`src/rtl/fu_scalar_lsq_pkg.sv`:
```
// Shared types and lane helpers for the scalar load/store queue.
package fu_scalar_lsq_pkg;

  localparam int LSQ_WORD_W = 32;
  localparam int LSQ_RD_W   = 5;

  typedef logic [LSQ_WORD_W-1:0] word_t;
  typedef logic [LSQ_RD_W-1:0]   regbits_t;

  typedef enum logic [1:0] {dhit_na = 2'd0, dhit_load = 2'd1, dhit_store = 2'd2} dhit_t;
  typedef enum logic [1:0] {NONE = 2'd0, LOAD = 2'd1, STORE = 2'd2} mem_type_t;
  typedef enum logic [1:0] {BYTE = 2'd0, HALF = 2'd1, WORD = 2'd2} ls_size_t;
  typedef enum logic [1:0] {IDLE = 2'd0, ISSUE = 2'd1, FAULT = 2'd2} lsq_state_t;

  typedef struct packed {
    word_t     addr;
    ls_size_t  size;
    logic      is_unsigned;
    word_t     data;
    regbits_t  rd;
    mem_type_t mtype;
    logic      misaligned;
  } lsq_entry_t;

  function automatic logic is_misaligned(ls_size_t sz, logic [1:0] lo);
    case (sz)
      BYTE:    return 1'b0;
      HALF:    return lo[0];
      default: return lo != 2'b00;
    endcase
  endfunction

  function automatic logic [3:0] byte_en(ls_size_t sz, logic [1:0] lo);
    case (sz)
      BYTE:    return 4'b0001 << lo;
      HALF:    return 4'b0011 << lo;
      default: return 4'b1111;
    endcase
  endfunction

  // A head that is already known to be misaligned never reaches the memory port.
  function automatic lsq_state_t state_for(lsq_entry_t e);
    return e.misaligned ? FAULT : ISSUE;
  endfunction

endpackage

```
`src/rtl/fu_scalar_lsq_fifo.sv`:
```
// In-order circular buffer of LSQ entries; flush can optionally retain the head.
module fu_scalar_lsq_fifo
  import fu_scalar_lsq_pkg::*;
#(
  parameter int DEPTH = 4
) (
  input  logic                     CLK,
  input  logic                     nRST,
  input  logic                     i_push,
  input  lsq_entry_t               i_entry,
  input  logic                     i_pop,
  input  logic                     i_flush,
  input  logic                     i_keep_head,
  output lsq_entry_t               o_head,
  output lsq_entry_t               o_second,
  output logic [$clog2(DEPTH):0]   o_count,
  output logic                     o_full,
  output logic                     o_empty
);

  localparam int PTR_W = $clog2(DEPTH);
  typedef logic [PTR_W-1:0] ptr_t;
  typedef logic [PTR_W:0]   cnt_t;

  lsq_entry_t r_mem [DEPTH];
  ptr_t       r_rptr;
  ptr_t       r_wptr;
  cnt_t       r_count;
  logic       w_keep;

  assign w_keep = i_keep_head && !i_pop && (r_count != '0);

  // NOTE: every register here uses <= so all updates see the pre-edge values.
  always_ff @(posedge CLK) begin
    if (!nRST) begin
      // NOTE: the storage array is cleared too, so no stale entry survives reset.
      for (int i = 0; i < DEPTH; i++) r_mem[i] <= '0;
      r_rptr  <= '0;
      r_wptr  <= '0;
      r_count <= '0;
    end else begin
      if (i_push) r_mem[r_wptr] <= i_entry;
      if (i_pop)  r_rptr <= r_rptr + ptr_t'(1);
      if (i_flush) begin
        r_wptr  <= w_keep ? r_rptr + ptr_t'(1) : r_rptr + ptr_t'(i_pop);
        r_count <= w_keep ? cnt_t'(1) : '0;
      end else begin
        if (i_push) r_wptr <= r_wptr + ptr_t'(1);
        r_count <= r_count + cnt_t'(i_push) - cnt_t'(i_pop);
      end
    end
  end

  assign o_head   = r_mem[r_rptr];
  assign o_second = r_mem[r_rptr + ptr_t'(1)];
  assign o_count  = r_count;
  assign o_full   = (r_count == cnt_t'(DEPTH));
  assign o_empty  = (r_count == '0);

endmodule

```
`src/rtl/fu_scalar_lsq.sv`:
```
// Scalar load/store unit: in-order request queue feeding a single-ported dmem.
// Define FU_SCALAR_LSQ_PERF_EN to add saturating stall/access counters.
module fu_scalar_lsq
  import fu_scalar_lsq_pkg::*;
#(
  parameter int DEPTH  = 4,
  parameter int WORD_W = LSQ_WORD_W,
  parameter int RD_W   = LSQ_RD_W
) (
  input  logic              CLK,
  input  logic              nRST,
  input  logic              req_valid,
  output logic              req_ready,
  input  logic [1:0]        mem_type,
  input  logic [1:0]        size,
  input  logic              is_unsigned,
  input  logic [WORD_W-1:0] rs1,
  input  logic [WORD_W-1:0] rs2,
  input  logic [WORD_W-1:0] imm,
  input  logic [RD_W-1:0]   rd_in,
  input  logic              flush,
  output logic [WORD_W-1:0] dmemaddr,
  output logic              dmemREN,
  output logic              dmemWEN,
  output logic [3:0]        dmembyteen,
  output logic [WORD_W-1:0] dmemstore,
  input  logic              dhit_in,
  input  logic [WORD_W-1:0] dmem_in,
  output logic              resp_valid,
  output logic [1:0]        dhit,
  output logic [RD_W-1:0]   rd,
  output logic [WORD_W-1:0] dmemload,
  output logic              misaligned
`ifdef FU_SCALAR_LSQ_PERF_EN
  ,
  output logic [31:0]       perf_stall_cycles,
  output logic [31:0]       perf_accesses
`endif
);

  typedef logic [$clog2(DEPTH):0] cnt_t;

  lsq_state_t r_state;
  lsq_state_t w_state_n;
  lsq_state_t w_after_pop;
  lsq_entry_t w_new;
  lsq_entry_t w_head;
  lsq_entry_t w_second;
  cnt_t       w_count;
  logic       w_full;
  logic       w_empty;
  logic       w_push;
  logic       w_pop;
  dhit_t      w_dhit;
  word_t      w_load_sh;
  word_t      w_load_ext;
  word_t      w_store_lane;

  assign req_ready = !w_full;
  assign w_push    = req_valid && req_ready && (mem_type != NONE) && !flush;

  always_comb begin
    w_new             = '0;
    w_new.addr        = rs1 + imm;
    w_new.size        = ls_size_t'(size);
    w_new.is_unsigned = is_unsigned;
    w_new.data        = rs2;
    w_new.rd          = rd_in;
    w_new.mtype       = (mem_type == STORE) ? STORE : LOAD;
    w_new.misaligned  = is_misaligned(w_new.size, w_new.addr[1:0]);
  end

  fu_scalar_lsq_fifo #(.DEPTH(DEPTH)) u_fifo (
    .CLK        (CLK),
    .nRST       (nRST),
    .i_push     (w_push),
    .i_entry    (w_new),
    .i_pop      (w_pop),
    .i_flush    (flush),
    .i_keep_head(r_state == ISSUE),
    .o_head     (w_head),
    .o_second   (w_second),
    .o_count    (w_count),
    .o_full     (w_full),
    .o_empty    (w_empty)
  );

  // Lane steering: replicate store data across lanes, pick load bytes by address.
  always_comb begin
    case (w_head.size)
      BYTE:    w_store_lane = {4{w_head.data[7:0]}};
      HALF:    w_store_lane = {2{w_head.data[15:0]}};
      default: w_store_lane = w_head.data;
    endcase
    w_load_sh = dmem_in >> {w_head.addr[1:0], 3'b000};
    case (w_head.size)
      BYTE:    w_load_ext = w_head.is_unsigned ? {24'b0, w_load_sh[7:0]}
                                               : {{24{w_load_sh[7]}}, w_load_sh[7:0]};
      HALF:    w_load_ext = w_head.is_unsigned ? {16'b0, w_load_sh[15:0]}
                                               : {{16{w_load_sh[15]}}, w_load_sh[15:0]};
      default: w_load_ext = w_load_sh;
    endcase
  end

  // Where to go once the head retires: straight to the next entry, no bubble.
  always_comb begin
    if (flush)                     w_after_pop = IDLE;
    else if (w_count > cnt_t'(1))  w_after_pop = state_for(w_second);
    else if (w_push)               w_after_pop = state_for(w_new);
    else                           w_after_pop = IDLE;
  end

  always_ff @(posedge CLK) begin
    if (!nRST) r_state <= IDLE;
    else       r_state <= w_state_n;
  end

  // NOTE: every output and next-state value gets a default first, so no latches.
  always_comb begin
    w_state_n  = r_state;
    w_pop      = 1'b0;
    w_dhit     = dhit_na;
    resp_valid = 1'b0;
    rd         = '0;
    dmemload   = '0;
    misaligned = 1'b0;
    dmemaddr   = '0;
    dmemREN    = 1'b0;
    dmemWEN    = 1'b0;
    dmembyteen = '0;
    dmemstore  = '0;
    case (r_state)
      IDLE: begin
        if (!flush) begin
          if (!w_empty)    w_state_n = state_for(w_head);
          else if (w_push) w_state_n = state_for(w_new);
        end
      end
      ISSUE: begin
        dmemaddr   = {w_head.addr[WORD_W-1:2], 2'b00};
        dmembyteen = byte_en(w_head.size, w_head.addr[1:0]);
        dmemREN    = (w_head.mtype == LOAD);
        dmemWEN    = (w_head.mtype == STORE);
        dmemstore  = w_store_lane;
        if (dhit_in) begin
          resp_valid = 1'b1;
          w_pop      = 1'b1;
          w_state_n  = w_after_pop;
          if (w_head.mtype == LOAD) begin
            w_dhit   = dhit_load;
            rd       = w_head.rd;
            dmemload = w_load_ext;
          end else begin
            w_dhit   = dhit_store;
          end
        end
      end
      FAULT: begin
        resp_valid = 1'b1;
        misaligned = 1'b1;
        rd         = w_head.rd;
        w_pop      = 1'b1;
        w_state_n  = w_after_pop;
      end
      default: w_state_n = IDLE;
    endcase
  end

  assign dhit = w_dhit;

`ifdef FU_SCALAR_LSQ_PERF_EN
  logic [31:0] r_perf_stall;
  logic [31:0] r_perf_acc;

  always_ff @(posedge CLK) begin
    if (!nRST) begin
      r_perf_stall <= '0;
      r_perf_acc   <= '0;
    end else if (r_state == ISSUE) begin
      if (!dhit_in && (r_perf_stall != '1)) r_perf_stall <= r_perf_stall + 32'd1;
      if (dhit_in && (r_perf_acc != '1))    r_perf_acc   <= r_perf_acc + 32'd1;
    end
  end

  assign perf_stall_cycles = r_perf_stall;
  assign perf_accesses     = r_perf_acc;
`endif

endmodule

```
`config.mk`:
```
export PLATFORM = sky130hd
export DESIGN_NAME = fu_scalar_lsq
export DESIGN_NICKNAME = d
export VERILOG_FILES = /design/src/rtl/fu_scalar_lsq_pkg.sv /design/src/rtl/fu_scalar_lsq_fifo.sv /design/src/rtl/fu_scalar_lsq.sv
export SDC_FILE = /design/constraint.sdc
export NUM_CORES = 1
export LEC_CHECK = 0
export ABC_AREA = 1
export BUFFER_PORTS_ARGS = -buffer_cell sky130_fd_sc_hd__buf_2
export CAP_MARGIN = 20
export CORE_ASPECT_RATIO = 1.4
export CORE_MARGIN = 1.5
export CORE_UTILIZATION = 60
export CTS_CLUSTER_DIAMETER = 30
export CTS_CLUSTER_SIZE = 28
export DETAILED_ROUTE_END_ITERATION = 12
export PLACE_DENSITY = 0.83
export SETUP_SLACK_MARGIN = 0.4
export SYNTH_ARGS = -nofsm -noshare
export SYNTH_HDL_FRONTEND = slang
export SYNTH_SLANG_ARGS = --single-unit
export TNS_END_PERCENT = 5
```
`constraint.sdc`:
```
create_clock -name CLK -period 17.2 [get_ports CLK]
set_input_delay 3.44 -clock CLK [delete_from_list [all_inputs] [get_ports CLK]]
set_output_delay 3.44 -clock CLK [all_outputs]
set_load 0.005 [all_outputs]
```
# Word level (Yosys, flattened, before mapping)
# Memory sizes are Yosys's and may differ from the RTL's. A register that Yosys moved wholly into a read port is not among the register bits.
# Index checks and enable logic that the tools add are counted.
# totals
romBits	0
latch_bits	0
mem_bits_rw	300
inputBits	143
regBits	9
output_inout_bits	112
wordCells	93
n_memories	1
# op_classes
n_mux	49
mul	0
n_bitwise	0
n_eq_ne	11
order_cmp	1
n_reduce_logical	18
div	0
n_addsub	6
shifts	3
# memory_table
name	words	width	read_ports	rd_clocked_by_memory_dff	write_ports	line	rtl
u_fifo.r_mem	4	75	2	1	4	fu_scalar_lsq_fifo.sv:25	lsq_entry_t r_mem [DEPTH];
# ops
cell	n
32-bit 2-to-1 mux	7
32-bit one-hot mux with 2 select lines	2
75-bit 2-to-1 mux	1
75-bit OR reduction	1
2-bit 2-to-1 mux	20
32-bit adder	1
32-bit by 5-bit >> shifter with 32-bit output	1
1-bit 2-to-1 mux	10
5-bit 2-to-1 mux	2
5-bit one-hot mux with 2 select lines	1
2-bit by 1-bit equality test with 1-bit output (second input constant)	4
4-bit one-hot mux with 2 select lines	1
2-bit equality test (second input constant)	3
2-bit logical NOT	3
2-bit one-hot mux with 3 select lines	1
2-bit nonzero test	3
1-bit logical AND	5
2-bit by 1-bit adder with 2-bit output (second input constant)	2
4-bit 2-to-1 mux	1
2-bit != test (second input constant)	2
1-bit one-hot mux with 2 select lines	2
1-bit by 2-bit << shifter with 4-bit output (first input constant)	1
2-bit by 2-bit << shifter with 4-bit output (first input constant)	1
3-bit by 1-bit adder with 3-bit output	1
other kinds (10)	12

# Depth between registers and ports, before layout
# Gate-level depths: netlist of run 1.
# logic_depth
ltp_word	10
mapped_depth	13
mapped_depth_nobuf	12

# Cells and area by module
# Synthesis of run 1 repeated with hierarchy kept, for this count alone.
# hier_totals
cells_unflattened	2695
area_unflattened_um2	20154.3
# modules_own_cells
module	seq_area_each_um2	area_per_inst_um2	cells_per_inst	instances
fu_scalar_lsq_fifo	9188.8	15902.8	1782	1
fu_scalar_lsq	40.0	4251.6	913	1

# Worst setup path before layout of run 1
# Ideal clock, no wire load.
# synth_path
path_kind	input to register
startpoint	in mem_type[1]
endpoint	mem u_fifo.r_mem[3][0] (netlist bit), enable pin
t_required_ps	16581
path_stages	5
arrival_ps	9390
path_slack_ps	7192
setup_time_ps	619
path_buffers	0
path_cell_list	o21a_1 -> nand2_1 -> nor2_1 -> inv_1 -> o31ai_1
# synth_lines
element	line	rtl
start: declaration	fu_scalar_lsq.sv:14	input logic [1:0] mem_type,
end: declaration	fu_scalar_lsq_fifo.sv:25	

# Final worst setup path of run 1
# layout_path
startpoint	in dhit_in
endpoint	out rd[0]
# layout_between
elab_chain_len	2
# layout_rtl
element	line	rtl
start: declaration	fu_scalar_lsq.sv:27	input logic dhit_in,
5-bit 2-to-1 mux	fu_scalar_lsq.sv:145	if (dhit_in) begin
5-bit one-hot mux with 2 select lines	fu_scalar_lsq.sv:132	case (r_state)
end: declaration	fu_scalar_lsq.sv:31	output logic [RD_W-1:0] rd,
# Every way passes these cells.

==> results, run 1 <==
- The count of port buffers added during placement is 252.
- No sink is reached through more buffers than the 3 on the longest clock path.
- Of the total synthesized cell area, the portion taken by full adders, half adders and majority gates is 0.0302.
- After legalization and detailed placement, the total HPWL measured 30600 um.
- The post-place setup slack is 8750 ps.
- After clock tree synthesis, the repair step resized 0 gates.
- In the post-synthesis netlist, the biggest area contributors are edfxtp_1 (52%), nor2_1 (12%), nand2_1 (8.4%).
- Across the run, the number of max-cap violations was 0.
- The maximum frequency from static timing analysis is 0.117 GHz.
- The final layout net count is 2538.
- The global-route track usage on met3 is 0.0354.
- In this run the critical register-to-register path is launched from u_fifo.o_count[0].
- The starting utilization of the core area is 0.613.
- Setup repair after global routing left no endpoint under its margin.
- TritonCTS built the clock tree.
- The power after layout is 2130 uW.
- Of the total power, the clock network draws 0.347.
- Summed over all nets, the switching power comes to 664 uW.
- The setup path with the least slack is of type in -> out.
- The sink count of the clock tree is 311.
- Yosys mapped a number of flops with a built-in enable equal to 300.
- Once detail routing completed, the nets flagged for antenna violations numbered 0.
- The internal power consumption is 1470 uW.
- Setup total negative slack on the finished layout was measured at 0 ps.
- A synthesized cell averages 8.10 um^2.
- The met2 track demand over resource in global routing is 0.598.
- The weighted congestion at the end of routability-driven global placement is 0.976.
- The start point of the critical path is dhit_in.
- Clock-pin slew was measured on the worst setup and hold paths at 60 ps.
- The cell taking the most area after synthesis is edfxtp_1.
- The post-route clock period utilization is 0.499.
- In this run the number of H-tree levels came out at 2.
- Once the clock tree was built, the setup fixing pass inserted 0 buffers.
- The routed layout has 15544 vias.
- Wires add up to 48400 um.
- Clock tree synthesis selected as its root buffer the cell clkbuf_16.
- The number of buffers inserted for hold repair after clock tree synthesis is 0.
- Counting flops with an async set or reset pin after synthesis yields a share of 0.
- After synthesis the cells add up to 17500 um^2.
- The top cell type's share of synthesized area is 0.516.
- The peak ir drop on the vdd network is 69.3 uV.
- From left edge to right edge, the die measures 147 um.
- Dividing the detail-routed wire length by the instance count gives 17.6 um.
- The run finished with clean final reports.
- The via count of the first global-routing pass is 15107.
- The most critical setup path has its endpoint at rd[0].
- Using the TritonRoute via totals, the vias-per-cell ratio works out to 5.64.
- The area growth from synthesis to layout is 14.8%.
- After filler insertion, the fill cell instance count of the layout stands at 2219.
- Of the total power, combinational logic draws 0.231.
- The max-slew violation count is 0.
- Setup violations remaining at the end of the flow were counted as 0.
- The worst max-slew margin expressed relative to the limit is 0.253.
- The share of the Yosys chip area taken by registers is 0.528.
- The number of clock buffers added by TritonCTS is 35.
- The maximum fanout along the worst path is 11.
- The met1 global-route usage is 0.362.
- The sum of overflow across all layers after global routing is 0.
- The global-route wire length before repair is 75400 um.
- The power density over the cells is 106 nW/um^2.
- The number of endpoints with negative hold slack in the final report is 0.
- STA classifies the critical path endpoint as an output pin.
- The number of register bits inferred by synthesis is 311.
- The number of warnings reported in the yosys synthesis log is 0.
- The startpoint class of the critical path is an input pin.
- The minimum setup slack among reg-to-reg paths is 14200 ps.
- The number of rows created at floorplan is 73.
- At the worst endpoint, the arrival time is 5140 ps.
- The number of iterations in the first detailed-routing pass is 6.
- The clock skew is 19.6 ps.
- Of the total power, the share spent switching nets is 0.312.
- Of the total synthesized cell area, the portion taken by XOR and XNOR cells is 0.00301.
- After global routing, the most crowded layer is met2.
- The data required time at the worst endpoint is 13760 ps.
- The endpoint identified for the worst register-to-register timing path is u_fifo.r_mem[3][48].
- The transition time of the tightest slew-check pin is 1120 ps.
- The later pin in the worst-skew pair is clocked with a latency of 520 ps.
- The share of total power dissipated in sequential elements is 0.421.
- The largest family of logic cells by synthesized area is simple AND/OR/NAND/NOR gates.
- The gate count after technology mapping is 2155.
- For this run, the leading register cell type out of synthesis is edfxtp_1.
- The die covers 30200 um^2.
- The largest net degree at the start of global routing is 88.
- The die is 205 um tall.
- For this run, the total global-route usage over all layers was measured as 0.320.
- The DRC violation total after the first TritonRoute iteration is 1357.
- Of the cells placed in the final design, the portion with a size suffix greater than 1 is 0.151.
- After layout, the worst setup slack is 8620 ps.
- The post-synthesis mux area share is 0.
- The min-delay analysis places its worst path in the category reg -> reg.
- The fraction of the mapped netlist area in compound gates is 0.105.
- Synthesis instantiated 41 different standard cells from the library.
- The number of antenna violations at the first check in global routing came to 3.
- In this run the static leakage power is 0.00934 uW.
- The I/O pin count is 255.
- The tightest hold path in the finished design has a slack of 491 ps.
- The simple-gate share of the synthesized area is 0.247.
- After detailed routing, the number of remaining DRC violations is 0.
- The count of cells along the worst register-to-register path is 7.
- The core region is 28500 um^2.
- The worst path in the final design needs a cycle of 8580 ps, including I/O delays and setup.
## state kept, by name, summed over array words and instances, names as in the netlist, named ones only
name,flops
r_state,2
u_fifo.r_rptr,2
u_fifo.o_count,3
u_fifo.r_mem,300
u_fifo.r_wptr,2
## layer usage
layer  up-vias  part of all wire  wire (um)
met2       809              0.53      25400
li1       7411                 -          -
met3       123             0.080       3880
met4         2             0.040       1920
met5         -           0.00021         10
met1      7199              0.35      17200
## stage by stage
step | utilization | instance area (um^2) | instances
2_1_floorplan | - | 17500 | 2156
4_1_cts | 0.703 | 20000 | 2755
3_3_place_gp | 0.662 | 18900 | 2692
6_report | 0.703 | 20000 | 2757
3_5_place_dp | 0.662 | 18900 | 2692
5_1_grt | 0.703 | 20000 | 2755
## synth_stat cells (all sizes together), types with 2 or more instances
| cell type | number |
|---|---|
| nor2 | 579 |
| nand2 | 394 |
| edfxtp | 300 |
| inv | 270 |
| o21ai | 169 |
| a21oi | 105 |
| nand3 | 81 |
| clkbuf | 61 |
| buf | 44 |
| ha | 39 |
| o22ai | 28 |
| nor3 | 15 |
| dfxtp | 11 |
| a32o | 9 |
| o31ai | 8 |
| nand4 | 6 |
| and2 | 5 |
| o211ai | 5 |
| nand3b | 4 |
| xor2 | 4 |
| a211oi | 3 |
| o22a | 3 |
| a21o | 2 |
| fa | 2 |
| o21a | 2 |
| xnor2 | 2 |
## how the worst min path moves through the flow
stage / to / start / cells after the start / slack, ps
after CTS: u_fifo.r_wptr[0] / u_fifo.r_wptr[0] / 1 / 490
after global routing: u_fifo.r_wptr[0] / u_fifo.r_wptr[0] / 1 / 510
after global placement: u_fifo.r_wptr[0] / u_fifo.r_wptr[0] / 1 / 480
after detailed placement: u_fifo.r_wptr[0] / u_fifo.r_wptr[0] / 1 / 470
final: u_fifo.r_wptr[0] / u_fifo.r_wptr[0] / 1 / 490
after floorplan: u_fifo.r_wptr[0] / u_fifo.r_wptr[0] / 1 / 460
## layout make-up
type                       count  area [um^2]  area share
antenna                        2         5.00    0.000250
inverter                     270         1020      0.0507
timing repair buffer         266         1370      0.0682
multi-input combinational   1470         6790       0.339
tap                          375          469      0.0234
sequential                   311         9230       0.461
clock inverter                22          211      0.0105
clock buffer                  41          951      0.0474
## worst max-delay path: stages
cell     delay, ps
buf_2          100
nand2_1         90
nor2_2         640
o21ai_1        500
nor2_1         230
buf_2          140
## cells by family after synthesis
kind of cell,count (synthesis)
and+or+nand+nor,1084
buffers and inverters,375
AOI/OAI and AO/OA,337
DFF,311
adders and majority gates,41
xor gates and xnor gates,6
other,1
## cells in the final DEF (no fill, tap or decap), types with 5 or more instances in the layout
cell and instances:
buf_4 14, nor2_1 566, nand3_2 5, o21ai_0 164, inv_2 5, o21ai_1 5, nand4_1 6, nand2_1 385
inv_1 264, buf_2 252, o211ai_1 5, clkbuf_16 37, nand2_4 5, dfxtp_1 9, clkinv_2 7, a21oi_1 105
and2_1 5, nor2_2 12, a32o_1 9, edfxtp_1 300, nand3_1 75, nor3_1 15, ha_1 39, o31ai_1 7
clkinv_4 6, o22ai_1 28
## power groups by stage
stage	Sequential, uW	Clock [uW]	Combinational (uW)
after detailed placement	912	0	482
after floorplan	899	0	334
after CTS	897	743	486
after global routing	901	774	545
after global placement	910	0	473
final	897	740	492
Power figures use the tool's default switching activity.
==> inputs of run 2 (changes only) <==
Settings changed: ABC_AREA 1 to 0, CORE_UTILIZATION 60 to 52, PLACE_DENSITY 0.83 to 0.77.
Clock period 17.2 ns to 7.68 ns, I/O delays scaled along.
==> results, run 2 <==
- The run finished with clean final reports.
- Routability-driven placement finished with a final weighted congestion of 0.992.
- The startpoint class of the critical path is a flip-flop.
- The number of register bits inferred by synthesis is 311.
- The switching power total is 1280 uW.
- The number of setup violations in the final report is 0.
- The cell sitting at the root of the clock tree is a clkbuf_16.
- The sum of overflow across all layers after global routing is 0.
- The sequential cell area fraction in the yosys report is 0.534.
- For this run, design rule violations remaining after detail routing come to 0.
- The via count of the first global-routing pass is 12698.
- The cell total after placement is 2045.
- The H-tree depth is 2.
- Clock-pin slew was measured on the worst setup and hold paths at 60 ps.
- The most used flip-flop cell after synthesis is edfxtp_1.
- Leaving out fill and tap cells, the most frequent cells in the layout are edfxtp_1 (300), buf_2 (252), and2_1 (218).
- Across the run, the number of max-cap violations was 0.
- Dividing the synthesized area by the synthesized cell count gives 12.1 um^2.
- Clock tree synthesis found a total of 311 sinks.
- The CTS buffer count is 37.
- The final critical delay including setup and external delays is 5650 ps.
- The max-slew violation count is 0.
- Once detailed placement completed, the half-perimeter wirelength came to 32400 um.
- In the final layout, the multi-input gates occupy 7620 um^2.
- The power density over the cells is 231 nW/um^2.
- The horizontal die dimension is 157 um.
- In this run, distinct cell masters in the synthesized netlist total 71.
- For this run, the total global-route usage over all layers was measured as 0.272.
- Dividing the detail-routed via count by the number of cells gives 5.94.
- The number of iterations in the first detailed-routing pass is 5.
- The TritonCTS clock tree is built.
- The starting utilization of the core area is 0.531.
- The total area inside the core boundary comes to 32600 um^2.
- In this run the post-CTS setup repair buffer count came out at 0.
- The count of cells in the finished layout, fillers not included, comes to 2119.
- After synthesis, the share of flip-flops with an asynchronous set or reset is 0.
- The clock skew is 19.6 ps.
- The post-route clock period utilization is 0.736.
- The count of port buffers added during placement is 252.
- At the worst endpoint, the arrival time is 4120 ps.
- The final core utilization is 0.619.
- The peak ir drop on the vdd network is 144 uV.
- The maximum fanout along the worst path is 42.
- The cell taking the most area after synthesis is edfxtp_1.
- The worst hold path belongs to the class reg -> reg.
- By instance count, the leading cell after synthesis is edfxtp_1.
- The synthesis-to-finish area growth is 16.6%.
- The post-detailed-route wirelength per cell is 22.0 um.
- The net switching share of the total power is 0.275.
- After filler insertion, the fill cell instance count of the layout stands at 2596.
- Hold repair after CTS inserted 0 buffers.
- In the final layout, the share of cells above drive strength 1 is 0.261.
- Setup repair after global routing left no endpoint under its margin.
- Sorting the synthesized cells by area gives the leading types as edfxtp_1 (52%), mux4_2 (9.8%), and2_1 (7.9%).
- The register area is 9240 um^2.
- The clock passes through at most 3 buffers.
- The number of antenna violations at the first check in global routing came to 7.
- The global-route wire length before repair is 70200 um.
- At the pin with the least slew margin, the transition time is 1130 ps.
- After technology mapping, the gate count stands at 1432.
- The register with the most flip-flops in the layout has 300 of them.
- Counting flops per register, the top entry is u_fifo.r_mem.
- The floorplan step defined a die boundary enclosing 34400 um^2.
- During synthesis, Yosys emitted a total of 0 warnings.
- The internal power consumption is 3370 uW.
- Entering global routing, the biggest net connects 64 pins.
- The total length of routed wires is 46600 um.
- The worst max-slew margin expressed relative to the limit is 0.245.
- The synthesized netlist occupies a cell area of 17300 um^2.
- The final sum of negative setup slack is 0 ps.
- Of the total power, combinational logic draws 0.188.
- Counting instances in the post-synthesis netlist gives the leading cell types as edfxtp_1 (300), and2_1 (218), nand2_1 (101).
- The data required time at the worst endpoint is 6140 ps.
- The final layout net count is 1828.
- The number of endpoints with negative hold slack in the final report is 0.
- The worst setup path is captured at an output pin.
- The height of the die is 219 um.
- The floorplan has 78 rows.
- The classification of the worst setup path is reg -> out.
- The share of total power dissipated in sequential elements is 0.430.
- The clock network fraction of total power is 0.382.
- The clock reaches the later pin of the worst-skew pair after 520 ps.
- Summed over all cells, the static leakage comes to 0.00800 uW.
- After the first detailed-routing iteration, the DRC count stood at 1256.
- In this run the count of I/O pins placed on the die edge is 255.
- The maximum frequency from static timing analysis is 0.177 GHz.
- The count of antenna-violating nets left after detailed routing is 0.
- Leaving out fill and tap cells, the most frequent cell in the layout is edfxtp_1.
- The top cell type's share of synthesized area is 0.521.
- The number of gates given a new drive strength after cts is 0.
- The routed layout has 12592 vias.
- The number of flops mapped to enable cells by yosys is 300.
## run 2: layer usage
layer	GRT usage	share of wire
met1	0.296	0.36
met3	0.0387	0.061
met4	0.142	0.051
met2	0.508	0.53
met5	0	0.00090
## run 2: power groups by stage
| stage | Sequential (uW) | Clock, uW | Combinational, uW |
|---|---|---|---|
| 2_1_floorplan | 2010 | 0 | 596 |
| 3_3_place_gp | 2030 | 0 | 854 |
| 3_5_place_dp | 2040 | 0 | 865 |
| 4_1_cts | 2010 | 1800 | 870 |
| 5_1_grt | 2020 | 1870 | 945 |
| 6_report | 2000 | 1780 | 875 |
## run 2: final cells by class
| type | count | area share |
|---|---|---|
| sequential | 311 | 0.458 |
| inverter | 23 | 0.00428 |
| tap | 440 | 0.0273 |
| clock inverter | 28 | 0.0143 |
| multi-input combinational | 1002 | 0.378 |
| timing repair buffer | 269 | 0.0689 |
| clock buffer | 40 | 0.0486 |
| antenna | 6 | 0.000744 |
## run 2: path summary, 6_finish.rpt
path	startpoint	end	slack (ps)	depth (start not counted)
worst max-delay path	flip-flop	dmemload[17]	2030	7
worst min-delay path	r_state[0]	r_state[0]	620	2
worst max register to register	u_fifo.o_count[0]	u_fifo.r_mem[2][4]	4430	7
worst min register to register	r_state[0]	r_state[0]	620	2
## run 2: cells by family (layout without fill, tap and decap cells)
kind of cell,count (synthesis),count (layout),synth area share
buffers and inverters,120,360,0.0293
AOI/OAI and AO/OA,240,240,0.0919
xor gates and xnor gates,16,16,0.00810
DFF,311,311,0.534
adders and majority gates,41,41,0.0305
other,1,8,0.000217
muxes,123,123,0.126
and+or+nand+nor,580,580,0.181
## run 2: through the flow
step / setup slack, ps / hold WS [ps] / total power [uW] / instance area, um^2
finish: 2030 / 620 / 4660 / 20200
global route: 1770 / 660 / 4830 / 20200
CTS: 1980 / 625 / 4670 / 20200
detailed placement: 2520 / 611 / 2910 / 18900
global placement: 2570 / 595 / 2890 / 18900
floorplan: 1680 / 557 / 2610 / 17300
## run 2: critical path: stages, from the launching register on
cell and delay (ps):
dfxtp_4 920, mux4_2 1000, nor2b_1 680, o2bb2ai_1 200, mux2i_1 130, or2_1 410, o21ai_2 120, buf_2 130
